$ cat config.mk
export PLATFORM = sky130hd
export DESIGN_NAME = lag_stats_bcd_flat
export DESIGN_NICKNAME = d
export VERILOG_FILES = /design/src/rtl/lag_stats_bcd_if.sv /design/src/rtl/lag_stats_bcd.sv /design/src/flat_wrapper.sv
export SDC_FILE = /design/constraint.sdc
export NUM_CORES = 1
export LEC_CHECK = 0
export ABC_CLOCK_PERIOD_IN_PS = 7730
export CAP_MARGIN = 10
export CORE_ASPECT_RATIO = 1.1
export CORE_MARGIN = 3
export CORE_UTILIZATION = 35
export CTS_CLUSTER_SIZE = 28
export DETAILED_ROUTE_END_ITERATION = 7
export PLACE_DENSITY = 0.49
export SYNTH_ARGS = -nofsm -noshare
export SYNTH_HDL_FRONTEND = slang
export SYNTH_SLANG_ARGS = --single-unit
$ cat constraint.sdc
create_clock -name clock -period 7.73 [get_ports clock]
set_input_delay 1.1595 -clock clock [delete_from_list [all_inputs] [get_ports clock]]
set_output_delay 1.1595 -clock clock [all_outputs]
set_load 0.05 [all_outputs]
$ cat src/rtl/lag_stats_bcd_if.sv
// Bus bundle between the lag measurement source and the lag statistics block:
// sample/control strobes in one direction, status and packed BCD word back.
interface lag_stats_bcd_if #(
  parameter int LAG_W = 24
);
  logic             lag_valid;
  logic [LAG_W-1:0] lag_value;
  logic             clear;
  logic             frame_start;
  logic             busy;
  logic             overrun;
  logic [79:0]      bcdcount;

  modport master (
    output lag_valid, lag_value, clear, frame_start,
    input  busy, overrun, bcdcount
  );

  modport slave (
    input  lag_valid, lag_value, clear, frame_start,
    output busy, overrun, bcdcount
  );
endinterface

$ cat src/rtl/lag_stats_bcd.sv
// Lag statistics: tracks current/min/max/block-average lag, converts each to
// 5 BCD digits with a bit-serial double-dabble, and publishes the 80-bit word
// only on a frame-start strobe so the rendered text never tears.
module lag_stats_bcd #(
  parameter int LAG_W    = 24,
  parameter int AVG_LOG2 = 4
) (
  input  logic              clock,
  input  logic              reset,
  lag_stats_bcd_if.slave    bus
);

  localparam int SUM_W = 17 + AVG_LOG2;
  localparam int CNT_W = AVG_LOG2 + 1;
  localparam logic [79:0]      RESET_WORD = 80'h99999_00000_99999_99999;
  localparam logic [19:0]      NO_VALUE   = 20'h99999;
  localparam logic [LAG_W-1:0] CLAMP_MAX  = LAG_W'(99998);

  typedef enum logic [1:0] {IDLE, UPDATE, CONV} state_t;

  state_t state_reg, state_next;

  logic [16:0]      v_clamped;
  logic [16:0]      v_reg;
  logic [16:0]      cur_reg, min_reg, max_reg, avg_reg;
  logic [SUM_W-1:0] sum_reg;
  logic [CNT_W-1:0] cnt_reg;
  logic             have_sample_reg, have_avg_reg;

  logic [4:0]       step_reg;
  logic [1:0]       field_reg;
  logic [16:0]      bin_reg;
  logic [19:0]      bcd_reg;
  logic [59:0]      work_reg;
  logic [79:0]      staging_reg;
  logic             pending_reg;
  logic             overrun_reg;
  logic [79:0]      bcdcount_reg;

  logic             busy;
  logic             accept;
  logic             conv_last;
  logic [SUM_W-1:0] sum_add;
  logic [CNT_W-1:0] cnt_inc;
  logic [16:0]      field_val;
  logic [16:0]      bin_src;
  logic [19:0]      bcd_src;
  logic [18:0]      bcd_adj;
  logic [19:0]      bcd_new;
  logic [19:0]      avg_bcd;

  // 99999 is reserved as the "no value" sentinel, so saturate one below it
  assign v_clamped = (bus.lag_value > CLAMP_MAX) ? 17'd99998 : bus.lag_value[16:0];

  assign busy    = (state_reg != IDLE);
  assign sum_add = sum_reg + SUM_W'(v_reg);
  assign cnt_inc = cnt_reg + CNT_W'(1);

  // Binary source for the field being converted, in display order
  always_comb begin
    field_val = cur_reg;
    case (field_reg)
      2'd0:    field_val = cur_reg;
      2'd1:    field_val = min_reg;
      2'd2:    field_val = max_reg;
      default: field_val = avg_reg;
    endcase
  end

  // First step of each field starts from the fresh binary value and zero BCD
  assign bin_src = (step_reg == 5'd0) ? field_val : bin_reg;
  assign bcd_src = (step_reg == 5'd0) ? 20'h00000 : bcd_reg;

  // Add-3 correction per digit; the top digit only needs 3 bits because the
  // result never exceeds 99999, so its carry-out is never shifted in
  genvar gi;
  generate
    for (gi = 0; gi < 5; gi++) begin : g_add3
      if (gi < 4) begin : g_full
        assign bcd_adj[gi*4 +: 4] = (bcd_src[gi*4 +: 4] >= 4'd5) ?
                                    bcd_src[gi*4 +: 4] + 4'd3 : bcd_src[gi*4 +: 4];
      end else begin : g_top
        assign bcd_adj[18:16] = bcd_src[18:16] +
                                ((bcd_src[19:16] >= 4'd5) ? 3'd3 : 3'd0);
      end
    end
  endgenerate

  assign bcd_new = {bcd_adj, bin_src[16]};
  assign avg_bcd = have_avg_reg ? bcd_new : NO_VALUE;

  // State register
  always_ff @(posedge clock) begin
    if (reset) state_reg <= IDLE;
    else       state_reg <= state_next;
  end

  // Next-state and control decode
  always_comb begin
    state_next = state_reg;
    accept     = 1'b0;
    conv_last  = 1'b0;
    case (state_reg)
      IDLE: begin
        if (bus.lag_valid) begin
          accept     = 1'b1;
          state_next = UPDATE;
        end
      end
      UPDATE: state_next = CONV;
      CONV: begin
        if (field_reg == 2'd3 && step_reg == 5'd16) begin
          conv_last  = 1'b1;
          state_next = IDLE;
        end
      end
      default: state_next = IDLE;
    endcase
    if (bus.clear) begin
      state_next = IDLE;
      accept     = 1'b0;
      conv_last  = 1'b0;
    end
  end

  // Statistics, conversion datapath, staging and frame-synchronous commit
  always_ff @(posedge clock) begin
    if (reset) begin
      v_reg           <= '0;
      cur_reg         <= '0;
      min_reg         <= '0;
      max_reg         <= '0;
      avg_reg         <= '0;
      sum_reg         <= '0;
      cnt_reg         <= '0;
      have_sample_reg <= 1'b0;
      have_avg_reg    <= 1'b0;
      step_reg        <= '0;
      field_reg       <= '0;
      bin_reg         <= '0;
      bcd_reg         <= '0;
      work_reg        <= '0;
      staging_reg     <= RESET_WORD;
      pending_reg     <= 1'b0;
      overrun_reg     <= 1'b0;
      bcdcount_reg    <= RESET_WORD;
    end else if (bus.clear) begin
      sum_reg         <= '0;
      cnt_reg         <= '0;
      have_sample_reg <= 1'b0;
      have_avg_reg    <= 1'b0;
      step_reg        <= '0;
      field_reg       <= '0;
      staging_reg     <= RESET_WORD;
      pending_reg     <= 1'b1;
      overrun_reg     <= 1'b0;
    end else begin
      if (bus.lag_valid && busy) overrun_reg <= 1'b1;
      if (accept) v_reg <= v_clamped;

      if (state_reg == UPDATE) begin
        cur_reg         <= v_reg;
        min_reg         <= (have_sample_reg && min_reg < v_reg) ? min_reg : v_reg;
        max_reg         <= (have_sample_reg && max_reg > v_reg) ? max_reg : v_reg;
        have_sample_reg <= 1'b1;
        if (cnt_inc[AVG_LOG2]) begin
          avg_reg      <= sum_add[SUM_W-1:AVG_LOG2];
          have_avg_reg <= 1'b1;
          sum_reg      <= '0;
          cnt_reg      <= '0;
        end else begin
          sum_reg <= sum_add;
          cnt_reg <= cnt_inc;
        end
        step_reg  <= '0;
        field_reg <= '0;
      end

      if (state_reg == CONV) begin
        bin_reg <= {bin_src[15:0], 1'b0};
        bcd_reg <= bcd_new;
        if (step_reg == 5'd16) begin
          case (field_reg)
            2'd0:    work_reg[19:0]  <= bcd_new;
            2'd1:    work_reg[39:20] <= bcd_new;
            2'd2:    work_reg[59:40] <= bcd_new;
            default: ;
          endcase
          step_reg  <= '0;
          field_reg <= field_reg + 2'd1;
        end else begin
          step_reg <= step_reg + 5'd1;
        end
      end

      if (bus.frame_start && pending_reg) begin
        bcdcount_reg <= staging_reg;
        pending_reg  <= 1'b0;
      end

      // A conversion finishing on this edge re-arms pending after any commit
      if (conv_last) begin
        staging_reg <= {avg_bcd, work_reg};
        pending_reg <= 1'b1;
      end
    end
  end

  assign bus.busy     = busy;
  assign bus.overrun  = overrun_reg;
  assign bus.bcdcount = bcdcount_reg;

endmodule

$ cat src/flat_wrapper.sv
// flat-port wrapper written by rule: the top's interface ports become plain ports
module lag_stats_bcd_flat 
#(
  parameter int LAG_W    = 24,
  parameter int AVG_LOG2 = 4
)
  (clock, reset, bus_lag_valid, bus_lag_value, bus_clear, bus_frame_start, bus_busy, bus_overrun, bus_bcdcount);
  lag_stats_bcd_if #(.LAG_W(LAG_W)) bus_i ();
  input  logic clock;
  input  logic reset;
  input wire logic [$bits(bus_i.lag_valid)-1:0] bus_lag_valid;
  input wire logic [$bits(bus_i.lag_value)-1:0] bus_lag_value;
  input wire logic [$bits(bus_i.clear)-1:0] bus_clear;
  input wire logic [$bits(bus_i.frame_start)-1:0] bus_frame_start;
  output wire logic [$bits(bus_i.busy)-1:0] bus_busy;
  output wire logic [$bits(bus_i.overrun)-1:0] bus_overrun;
  output wire logic [$bits(bus_i.bcdcount)-1:0] bus_bcdcount;
  assign bus_i.lag_valid = bus_lag_valid;
  assign bus_i.lag_value = bus_lag_value;
  assign bus_i.clear = bus_clear;
  assign bus_i.frame_start = bus_frame_start;
  assign bus_busy = bus_i.busy;
  assign bus_overrun = bus_i.overrun;
  assign bus_bcdcount = bus_i.bcdcount;
  lag_stats_bcd #(.LAG_W(LAG_W), .AVG_LOG2(AVG_LOG2)) u_core (.clock(clock), .reset(reset), .bus(bus_i));
endmodule
; Yosys cells after proc, flatten, opt, wreduce, memory -nomap -nowiden
; Cells that the tools add are included.
[word_totals]
ff_bits = 380
input_bits = 29
output_inout_bits = 82
elab_cells = 103
[op_classes]
addsub = 9
n_lt_le_gt_ge = 8
eq_ne = 8
n_mux = 30
bitwise = 3
reduce_logical = 24
[op_table]
columns = op, n
row1 = 17-bit one-hot mux with 3 select lines, 1
row2 = 20-bit two-way mux, 2
row3 = 17-bit two-way mux, 2
row4 = 24-bit by 17-bit greater-than comparator with 1-bit output (second input constant), 1
row5 = 21-bit by 17-bit adder with 21-bit output, 1
row6 = 21-bit two-way mux, 1
row7 = 4-bit by 3-bit greater-or-equal comparator with 1-bit output (second input constant), 5
row8 = 4-bit two-way mux, 5
row9 = 17-bit greater-than comparator, 1
row10 = 17-bit less-than comparator, 1
row11 = 4-bit by 2-bit adder with 4-bit output (second input constant), 4
row12 = 5-bit two-way mux, 3
row13 = 2-bit two-way mux, 6
row14 = 2-bit AND reduction, 6
row15 = 4-bit AND reduction, 3
row16 = 5-bit by 1-bit adder with 5-bit output (second input constant), 2
row17 = 1-bit two-way mux, 9
row18 = 3-bit AND reduction, 3
row19 = 2-bit equality test (second input constant), 3
row20 = 2-bit one-hot mux with 3 select lines, 1
row21 = 5-bit equality test (second input constant), 1
row22 = 1-bit logical AND, 5
row23 = 5-bit zero test, 1
row24 = 2-bit by 1-bit equality test with 1-bit output (second input constant), 2
row25 = other kinds (9), 13

; Logic depth before layout (Yosys ltp)
[logic_depth]
ltp_word = 7
depth_mapped = 14
depth_no_buf = 12

; Worst setup path after synthesis
; Ideal clock, no wire load.
[synth_timing]
kind = reg2reg
startpoint = reg u_core.step_reg[0]
endpoint = reg u_core.staging_reg[70]
setup_ns = 0.071
arrival_ns = 2.645
t_required_ns = 7.659
slack_ns = 5.015
stages_incl_launch_ff = 14
n_path_buf = 2
period_less_slack_ns = 2.715
cell_sequence = dfxtp_1 inv_1 ha_1 or4b_1 clkbuf_1 clkbuf_1 nand2_1 ha_1 nor2b_1 o21bai_1 nor2_1 a211oi_1 nand3_1 a21oi_1
[synth_between]
elab_chain_cells = 5
elab_cells_between_ends = 11
[synth_lines]
columns = element, line
row1 = from (decl), lag_stats_bcd.sv:30  ; logic [4:0] step_reg;
row2 = from (signal assigned), lag_stats_bcd.sv:192  ; step_reg <= step_reg + 5'd1;
row3 = 5-bit zero test or 5-bit equality test (tied branches), "lag_stats_bcd.sv:72, lag_stats_bcd.sv:112"
row4 = 20-bit two-way mux or 1-bit logical AND (tied branches), "lag_stats_bcd.sv:72, lag_stats_bcd.sv:112"
row5 = 4-bit by 2-bit adder with 4-bit output (tied with other cells), lag_stats_bcd.sv:81  ; bcd_src[gi*4 +: 4] + 4'd3 : bcd_src[gi*4 +: 4];
row6 = 4-bit two-way mux or 1-bit two-way mux (tied branches), "lag_stats_bcd.sv:80, lag_stats_bcd.sv:103"
row7 = 20-bit two-way mux or 1-bit two-way mux (tied branches), "lag_stats_bcd.sv:90, lag_stats_bcd.sv:119"
row8 = to (signal assigned), lag_stats_bcd.sv:203  ; staging_reg <= {avg_bcd, work_reg};
row9 = to (decl), lag_stats_bcd.sv:35  ; logic [79:0] staging_reg;
; Parallel ways exist; a longest one is shown, timed or not.
; A chain may end at the register's enable or synchronous reset.

; Worst setup path in the final report
[layout_timing]
startpoint = reg u_core.step_reg[0]
endpoint = reg u_core.work_reg[26]
[layout_between]
elab_chain_cells = 4
elab_cells_between_ends = 7
[layout_lines]
columns = element, line
row1 = 5-bit zero test, lag_stats_bcd.sv:72  ; assign bcd_src = (step_reg == 5'd0) ? 20'h00000 : bcd_reg;
row2 = 20-bit two-way mux, lag_stats_bcd.sv:72
row3 = 4-bit by 2-bit adder with 4-bit output or 4-bit by 3-bit greater-or-equal comparator with 1-bit output (tied branches), "lag_stats_bcd.sv:81, lag_stats_bcd.sv:80"
row4 = 4-bit two-way mux, lag_stats_bcd.sv:80  ; assign bcd_adj[gi*4 +: 4] = (bcd_src[gi*4 +: 4] >= 4'd5) ?
row5 = to (signal assigned), lag_stats_bcd.sv:185  ; 2'd1: work_reg[39:20] <= bcd_new;
row6 = to (decl), lag_stats_bcd.sv:34  ; logic [59:0] work_reg;
; Parallel ways exist; a longest one is shown, timed or not.

==> impl_metrics.toml <==
[outcome]
status = "complete, no violations"

[sta]
setup_viol = 0
final.period_utilization_pct = 46.2
rsz0062_at_grt = "no"
fin_ws_ps = 4160
finClkSkew_ps = 23.7
tns_ps = 0
post-route-min-period_ps = 3570
finalHoldViolations = 0
final_max_slew_viol_count = 0
fmax_ghz = 0.280
slew_headroom_pct = 22.3
worst_pin_slew_ps = 1160

[drt]
vias = 13900
totalWireLength_um = 46400
post_drt_via_cell_ratio = 5.04
drtIter0Drc = 894
drc = 0
dr.pass1.iters = 7
antenna_left = 0
wl_per_cell_um = 16.8

[pwr]
power_frac_comb_pct = 5.0
power_leakage_nw = 7.18
switching_share_pct = 23.4
p_sw_mw = 0.965
clkPwrFrac_pct = 46.8
max-vdd-ir-drop_uv = 140
p_total_mw = 4.12
power_density_nw_per_um2 = 210
intPower_mw = 3.15
p_seq_share_pct = 48.2

[synthesis]
synth_compound_area_share_pct = 16.6
synthTopCellsByCount = "522 x nand2_1, 379 x dfxtp_1, 221 x a21oi_1"
synth_area_leaders = "dfxtp_1 46%, nand2_1 12%, a21oi_1 6.6%, ha_1 5.3%, nor2_1 3.3%"
synthAdderAreaFrac_pct = 5.50
synthMuxAreaShare_pct = 2.56
synth_xor_area_share_pct = 1.21
synth_top_area_cell = "dfxtp_1"
synth_warnings = 0
synthCells = 2040
async_reset_ff_share_pct = 0
synth_area_um2 = 16600
synth_top_family_by_area = "simple AND/OR/NAND/NOR gates"
synth_top_flop_cell = "dfxtp_1"
synth_simple_gate_area_share_pct = 24.1
ys_ff_latch = 379
synth.most_common_cell = "nand2_1"
synth_area_per_cell_um2 = 8.16
yosysSeqAreaShare_pct = 45.6
syn_nets = 2141
yosys.area.top_type_share_pct = 45.6
synth_edf_count = 0
synth_cell_types = 85

[cells_and_area]
synthToLayoutAreaGrowth_pct = 17.5
drive_above_1_share_pct = 5.82
final_util_pct = 41.8
finalNetCount = 2185
diodes = 0
design_area_um2 = 19600

[floorplanning]
coreArea_um2 = 46800
die_h_um = 235
io_pins = 111
dieArea_um2 = 50200
fp.dieW_um = 214
num_rows = 83
initial_core_util_pct = 35.5

[cts]
clkTransAtPathRegs_ps = 60
hold_buffers = 0
cts_buffers = 42
cts.sinks = 379
post_cts_resized = 0
postCtsSetupBuffers = 0
clock_latency_ps = 580
cts_buffer_depth = 3
ctsRootBufferMaster = "clkbuf_16"
htreeDepth = 2
tritoncts = "yes"

[critical_path]
crit_path_start_kind = "register"
worst-path-buf-inv = 2
cp_max_fo = 26
reg2reg_slack_ps = 4160
crit_family = "simple AND/OR/NAND/NOR gates"
critPathSlowestCell = "or4b_1"
cp_cell_sequence = "inv_1 > ha_1 > or4b_1 > nand2_1 > ha_1 > nor2b_1 > o21bai_1 > nor2_1 > a211oi_1 > buf_4 > nand2_1 > a21oi_1"
critPathMaxStageDelay_ps = 800
endpoint_kind = "register"
required_ps = 8210
crit_arrival_ps = 4060
regToRegStartpoint = "u_core.step_reg[0]"
startpoint = "u_core.step_reg[0]"
path_class = "reg2reg"

[placed_design]
dp_hpwl_um = 31100
io_buffers = 110
place_area_um2 = 18200
place_congestion = 0.802
dp_slack_ps = 3940

[global_routing]
grt.total_usage_pct = 18.0
grt_pass1_vias = 13500
grt.overflow.total = 0
grt_pass1_wl_um = 73900
grt_max_degree = 123
antenna_found_initial = 0

[job]
maxCapViolCount = 0

[worst_hold_path]
min_path_type = "reg2reg"
min_from = "u_core.staging_reg[78]"
final cells by class:
| class | count | area (um2) |
|---|---|---|
| fill | 4821 | 27300 |
| multi-input combinational | 1473 | 8360 |
| sequential | 379 | 7590 |
| timing repair buffer | 135 | 1290 |
| clock buffer | 64 | 1240 |
| tap | 637 | 797 |
| inverter | 53 | 199 |
| clock inverter | 11 | 77.6 |
layer usage:
| metal | wire length [um] | global-route usage, % | part of all wire, % |
|---|---|---|---|
| met3 | 1780 | 3.07 | 3.8 |
| met4 | 1330 | 5.62 | 2.9 |
| met5 | 0 | 0 | 0 |
| met1 | 20600 | 22.5 | 44 |
| met2 | 22700 | 31.8 | 49 |
worst reg2reg max path: stages, from the launching register on:
cell	delay (ps)
dfxtp_1	390
inv_1	60
ha_1	220
or4b_1	800
nand2_1	200
ha_1	290
nor2b_1	160
o21bai_1	230
nor2_1	70
a211oi_1	610
buf_4	260
nand2_1	60
a21oi_1	140
cells in the final DEF, fill, tap and decap left out, types with 10 or more instances in the layout:
master,synthesis,final
nand2b_1,59,59
a222oi_1,17,17
clkbuf_16,0,43
a21oi_1,221,221
nand3b_1,44,44
clkdlybuf4s50_1,0,109
clkbuf_8,0,10
a311oi_1,15,15
xor2_1,10,10
inv_1,53,53
xnor2_1,13,13
nor3_1,16,14
mux2i_1,38,38
nor2b_1,17,16
dfxtp_1,379,379
nor2_1,146,145
ha_1,70,70
nand3_1,44,43
a21o_1,17,17
buf_4,5,25
clkbuf_1,110,12
a211oi_1,41,40
o21ai_0,50,50
nand2_1,522,522
worst paths after layout:
kind / depth (start not counted) / endpoint
worst max-delay path: 12 / u_core.work_reg[26]
worst min-delay path: 2 / u_core.bus.bcdcount[78]
worst max register to register: 12 / u_core.work_reg[26]
worst min register to register: 2 / u_core.bus.bcdcount[78]
cell families (layout without fill, tap and decap cells):
family / Yosys count / after routing
muxes: 42 / 42
DFF: 379 / 379
buffers and inverters: 188 / 263
and+or+nand+nor: 899 / 899
AOI/OAI and AO/OA: 437 / 437
adders and majority gates: 72 / 72
xor gates and xnor gates: 23 / 23
power by group through the flow:
stage | clock, mW | sequential (mW) | combinational (mW)
after floorplan | 0 | 2.04 | 0.119
after global placement | 0 | 2.03 | 0.206
after detailed placement | 0 | 2.03 | 0.207
after CTS | 1.99 | 1.99 | 0.208
after global routing | 2.06 | 1.99 | 0.226
final | 1.93 | 1.99 | 0.205
through the flow:
stage	hold slack (ps)	std cells
after floorplan	432	2040
after global placement	440	2677
after detailed placement	444	2677
after CTS	452	2752
after global routing	457	2752
final	446	2752
(Power assumes the default switching activity.)
